<file path="src/rtl/sequence_player.sv">
// rtl/sequence_player.sv - Simon pattern playback: fetch color, light LED for ON interval, blank for GAP
module sequence_player #(
  parameter int MAX_LEN    = 32,
  parameter int IDX_W      = 5,
  parameter int ON_CYCLES  = 25_000_000,
  parameter int GAP_CYCLES = 12_500_000,
  parameter int CNT_W      = 27
) (
  input  logic             clk,
  input  logic             reset,
  input  logic             start,
  input  logic             abort,
  input  logic [IDX_W:0]   length,
  input  logic [1:0]       speed,
  output logic [IDX_W-1:0] rd_addr,
  input  logic [1:0]       rd_data,
  output logic [3:0]       led,
  output logic             busy,
  output logic             done
);

  typedef enum logic [2:0] {
    S_IDLE  = 3'd0,
    S_FETCH = 3'd1,
    S_LOAD  = 3'd2,
    S_ON    = 3'd3,
    S_GAP   = 3'd4,
    S_DONE  = 3'd5
  } state_t;

  localparam logic [IDX_W:0]   LEN_MAX  = (IDX_W+1)'(MAX_LEN);
  localparam logic [IDX_W:0]   LEN_ONE  = (IDX_W+1)'(1);
  localparam logic [IDX_W-1:0] IDX_ONE  = IDX_W'(1);
  localparam logic [CNT_W-1:0] CNT_ONE  = CNT_W'(1);
  localparam logic [CNT_W-1:0] ON_BASE  = CNT_W'(ON_CYCLES);
  localparam logic [CNT_W-1:0] GAP_BASE = CNT_W'(GAP_CYCLES);

  state_t           state;
  state_t           state_nxt;
  logic [IDX_W:0]   len_q;
  logic [IDX_W:0]   len_in;
  logic [CNT_W-1:0] on_dur;
  logic [CNT_W-1:0] gap_dur;
  logic [CNT_W-1:0] on_in;
  logic [CNT_W-1:0] gap_in;
  logic [CNT_W-1:0] on_shift;
  logic [CNT_W-1:0] gap_shift;
  logic [CNT_W-1:0] cnt;
  logic [IDX_W-1:0] idx;
  logic [1:0]       color_q;
  logic             cnt_zero;
  logic             last_entry;

  // Values that get latched on an accepted start: clamped length and speed-scaled durations
  always_comb begin
    len_in    = (length > LEN_MAX) ? LEN_MAX : length;
    on_shift  = ON_BASE >> speed;
    gap_shift = GAP_BASE >> speed;
    on_in     = (on_shift == '0) ? CNT_ONE : on_shift;
    gap_in    = (gap_shift == '0) ? CNT_ONE : gap_shift;
  end

  assign cnt_zero   = (cnt == '0);
  assign last_entry = ({1'b0, idx} == (len_q - LEN_ONE));
  assign rd_addr    = idx;

  // State register
  always_ff @(posedge clk or posedge reset) begin
    if (reset) begin
      state <= S_IDLE;
    end else begin
      state <= state_nxt;
    end
  end

  // Next-state logic; abort overrides every transition, including a start in IDLE
  always_comb begin
    state_nxt = state;
    if (abort) begin
      state_nxt = S_IDLE;
    end else begin
      case (state)
        S_IDLE:  if (start) state_nxt = (len_in != '0) ? S_FETCH : S_DONE;
        S_FETCH: state_nxt = S_LOAD;
        S_LOAD:  state_nxt = S_ON;
        S_ON:    if (cnt_zero) state_nxt = S_GAP;
        S_GAP:   if (cnt_zero) state_nxt = last_entry ? S_DONE : S_FETCH;
        S_DONE:  state_nxt = S_IDLE;
        default: state_nxt = S_IDLE;
      endcase
    end
  end

  // Datapath: run parameters, entry index, interval counter and captured color
  always_ff @(posedge clk or posedge reset) begin
    if (reset) begin
      len_q   <= '0;
      on_dur  <= '0;
      gap_dur <= '0;
      idx     <= '0;
      cnt     <= '0;
      color_q <= '0;
    end else if (abort) begin
      idx <= '0;
      cnt <= '0;
    end else begin
      case (state)
        S_IDLE: begin
          if (start) begin
            len_q   <= len_in;
            on_dur  <= on_in;
            gap_dur <= gap_in;
            if (len_in != '0) idx <= '0;
          end
        end
        S_LOAD: begin
          color_q <= rd_data;
          cnt     <= on_dur - CNT_ONE;
        end
        S_ON: begin
          cnt <= cnt_zero ? (gap_dur - CNT_ONE) : (cnt - CNT_ONE);
        end
        S_GAP: begin
          if (cnt_zero) begin
            if (!last_entry) idx <= idx + IDX_ONE;
          end else begin
            cnt <= cnt - CNT_ONE;
          end
        end
        default: ;
      endcase
    end
  end

  // Outputs decoded from registered state only, so reset clears them immediately
  always_comb begin
    led  = 4'b0000;
    busy = 1'b0;
    done = 1'b0;
    case (state)
      S_IDLE:  ;
      S_ON:    begin busy = 1'b1; led = 4'b0001 << color_q; end
      S_DONE:  begin busy = 1'b1; done = 1'b1; end
      default: busy = 1'b1;
    endcase
  end

endmodule

</file>
<file path="config.mk">
export PLATFORM = sky130hd
export DESIGN_NAME = sequence_player
export DESIGN_NICKNAME = d
export VERILOG_FILES = /design/src/rtl/sequence_player.sv
export SDC_FILE = /design/constraint.sdc
export NUM_CORES = 1
export LEC_CHECK = 0
export ABC_AREA = 1
export CORE_ASPECT_RATIO = 0.75
export CORE_MARGIN = 4
export CORE_UTILIZATION = 27
export DETAILED_ROUTE_END_ITERATION = 10
export SETUP_SLACK_MARGIN = 0.3
export SLEW_MARGIN = 20
export SYNTH_ARGS = -nofsm -noshare
export SYNTH_HDL_FRONTEND = slang
export SYNTH_SLANG_ARGS = --single-unit
</file>
<file path="constraint.sdc">
create_clock -name clk -period 1.81 [get_ports clk]
set_input_delay 0.362 -clock clk [delete_from_list [all_inputs] [get_ports clk]]
set_output_delay 0.362 -clock clk [all_outputs]
set_load 0.01 [all_outputs]
</file>
==> impl_results.md <==
* Status: finished with violations
* Worst-Margin Slew at 525 ps
* Maximum clock rate at 0.534 GHz
* Starting DRT DRC Count at approximately 480
* Initial antenna violation count at 0
* Final worst-path cycle share at 104%
* Root Buffer: clkbuf_16
* Layout Nets at around 880
* Crit path kind: register to register
* Fin crit period at ~1900 ps
* Switch Pwr at ~4.9 mW
* Die height at about 120 um
* Non-filler instance count after layout at between 1000 and 1500
* DRC at 0
* Internal at 5.12 mW
* HPWL Detailed at 10900 um
* Core area at 16200 um^2
* Overflow after GRT at 0
* Die W at about 160 um
* Max VDD drop at approximately 0.57 mV
* CP Cell Sequence: buf_6 > nor2_4 > inv_2 > nor2_4 > inv_2 > nor3_4 > inv_2 > or2_4 > nor2_4 > a21oi_1
* I/O pin cnt at 25
* PwrDens at ~1500 nW/um^2
* Asr flop ratio synth at 100%
* DP Area at 5640 um^2
* Worst Path Arrival at between 2000 and 2500 ps
* Cell Count Post-Placement at just over 1000
* Worst-path fanout max at 5
* RSZ-0062 raised after global routing: true
* Worst min path class: input pin to async pin
* Switching share of power at 48.9%
* WP buf/inv at 4
* Clock power share at roughly a tenth
* Wire length per cell at between 10 and 15 um
* Final Hold Viols at 0
* CP required at approximately 2000 ps
* Worst-path clk slew at 80 ps
* Routed wire length at around 15000 um
* Largest net degree at the start of global routing at 32
* Synth Cell Area at around 4500 um^2
* Failing checks: negative setup slack
* Starting Density at 27.9%
* Yosys Warn Count at 0
* Vias in the first global route at roughly 4600
* TNS Setup at -163 ps
* Clk Latency, worst-skew pair at about 310 ps
* Vias/cell at ~4.8
* Critical Path Sink Type: register
* Pre-CTS WS at -104 ps
* Startpoint Class: register
* EDFF count, synth at 0
* Antenna cells at 0
* Total die area at between 15000 and 20000 um^2
* Top delay family on crit path: simple AND/OR/NAND/NOR gates
* Final Max Tran Viols at 0
* LEAKAGE at 3.24 nW
* Cell variety after synth at 38
* Via count at about 5000
* Clk buf depth at 2
* Fin worst setup slack at -64.0 ps
* Layout cell share with drive strength beyond 1 at slightly above 30%
* All-Layer GR Usage at ~16%
* Reg power frac at between 20% and 30%
* Detail Route Antenna Nets at 0
* Max incr delay on CP at approximately 420 ps
* Top_reg_cell synth: dfrtp_1
* FP Rows at 40
* CTS tree: done
* Average size of a mapped cell at roughly 6.2 um^2
* Port Buf Inserts at 24
* CTS Buf Count at 5
* Endpoints failing setup at 4
* Slowest cell on the critical path: dfrtp_1
* Sequential fraction of the synthesis area at between 30% and 40%
* Max Cap Violations at 0
* Comb power frac at around 68%
* Design Area, Final at ~6600 um^2
* Clock Sinks at 55
* Slew headroom at 64.8%
* Syn_nets at 746
* Area Overhead vs Synth at 45.3%
* First-pass GRT wire length at 24400 um
* Detailed Routing Iterations Pass 1 at 5
* Clk_skew at 11.7 ps
* H-Tree Depth at 2
* Number of synthesized register bits at 55
* Gpl congestion at around 0.9
* Syn Inst Count at a little over 700
[cell type report]
cell class              instances  area [um^2]
clock inverters                 3         22.5
flip-flops and latches         55         1380
fillers                      1646         9650
repair buffers                142         1280
multi-input cells             568         3120
inverters                      91          370
clock buffers                   5          125
well taps                     210          263
[path summary, 6_finish.rpt]
kind                                      startpoint                endpoint  slack, ps  depth (start not counted)
worst min register to register  len_q[5]$_DFFE_PP0P_    len_q[5]$_DFFE_PP0P_        560                          2
worst max register to register  state[0]$_DFFE_PP0P_  on_dur[21]$_DFFE_PP0P_        -60                         10
max in group asynchronous                      reset  rd_addr[4]$_DFFE_PP0P_        960                          3
worst max-delay path            state[0]$_DFFE_PP0P_  on_dur[21]$_DFFE_PP0P_        -60                         10
worst min-delay path                           reset  color_q[0]$_DFFE_PP0P_        400                          2
min in group clk                len_q[5]$_DFFE_PP0P_    len_q[5]$_DFFE_PP0P_        560                          2
[power groups by stage]
stage	registers, mW	logic, mW	clock network [mW]
5_1_grt	2.20	7.53	1.11
2_1_floorplan	2.14	3.47	0
3_5_place_dp	2.09	5.62	0
4_1_cts	2.08	6.08	1.07
3_3_place_gp	2.10	5.62	0
6_report	2.13	6.84	1.06
[through the flow]
| step | total power, mW | hold slack [ps] | utilization (%) |
|---|---|---|---|
| floorplan | 5.62 | 436 | - |
| global placement | 7.72 | 536 | 34.8 |
| detailed placement | 7.71 | 540 | 34.8 |
| CTS | 9.23 | 419 | 38.0 |
| global route | 10.8 | 420 | 40.5 |
| finish | 10.0 | 399 | 40.5 |
[cells by family (layout without fill, tap and decap cells)]
kind of cell    after synthesis  count (layout)  synth area share (%)
simple gates                502             504                  49.3
buf+inv                     106             241                  10.3
flops                        55              55                  30.5
compound gates               45              45                  5.87
xor+xnor                     14              14                  2.71
fa+ha+maj                     5               5                  1.38
[state kept, by name, indices dropped and copies added (netlist names)]
signal,cells
on_dur,12
cnt,27
color_q,2
state,3
len_q,6
rd_addr,5
[cells in the final DEF (no fill, tap or decap), types with 13 or more instances in the layout]
cell,instances
nand2_1,218
buf_4,91
nor2_2,22
nand3_1,75
clkdlybuf4s50_1,13
o21ai_1,14
nand4_1,16
nor2_1,93
inv_1,73
buf_6,18
nor2_4,15
dfrtp_1,49
nand2_2,29
[metal layers]
layer	vias up	GRT usage, %	share of wire, %
met1	2371	25.7	51
li1	2567	-	-
met3	18	2.34	6.2
met4	0	2.47	0.84
met2	148	22.6	42
met5	-	0	0
[synthesized netlist by cell type, types with 2 or more instances]
| master | number | area share (%) |
|---|---|---|
| a21oi_1 | 9 | 1.0 |
| buf_2 | 6 | 0.66 |
| nand2_8 | 2 | 0.89 |
| xor2_1 | 8 | 1.6 |
| o21ai_1 | 6 | 0.66 |
| inv_2 | 6 | 0.50 |
| nand2_4 | 3 | 0.75 |
| nand2_2 | 2 | 0.28 |
| xnor2_1 | 6 | 1.2 |
| o21ai_0 | 16 | 1.8 |
| nand4_1 | 16 | 2.2 |
| o21bai_1 | 5 | 0.83 |
| nor2_4 | 5 | 1.2 |
| buf_6 | 7 | 1.7 |
| nand3_1 | 84 | 9.3 |
| ha_1 | 5 | 1.4 |
| nor2_1 | 117 | 9.7 |
| nor3_1 | 9 | 1.0 |
| nor2_2 | 8 | 1.1 |
| o22ai_1 | 5 | 0.69 |
| inv_1 | 82 | 6.8 |
| nand2_1 | 250 | 21 |
| dfrtp_1 | 55 | 30 |
[worst register-to-register path: cells and delay by family (launching register included)]
kind	cells	cell delay, ps
AND/OR/NAND/NOR	5	940
buffers and inverters	4	370
AO/OA/AOI/OAI	1	40
flip-flops	1	420
[timing repair]
| action | 4_1_cts | 5_1_grt |
|---|---|---|
| pin swaps | 20 | 45 |
| gates cloned | 2 | 2 |
| endpoints found under the hold margin | 0 | 0 |
| buffers inserted | 19 | 12 |
| gates resized for setup | 77 | 97 |
| setup endpoints to repair | 64 | 59 |
| hold buffers | 0 | 0 |
Power figures use the tool's default switching activity.
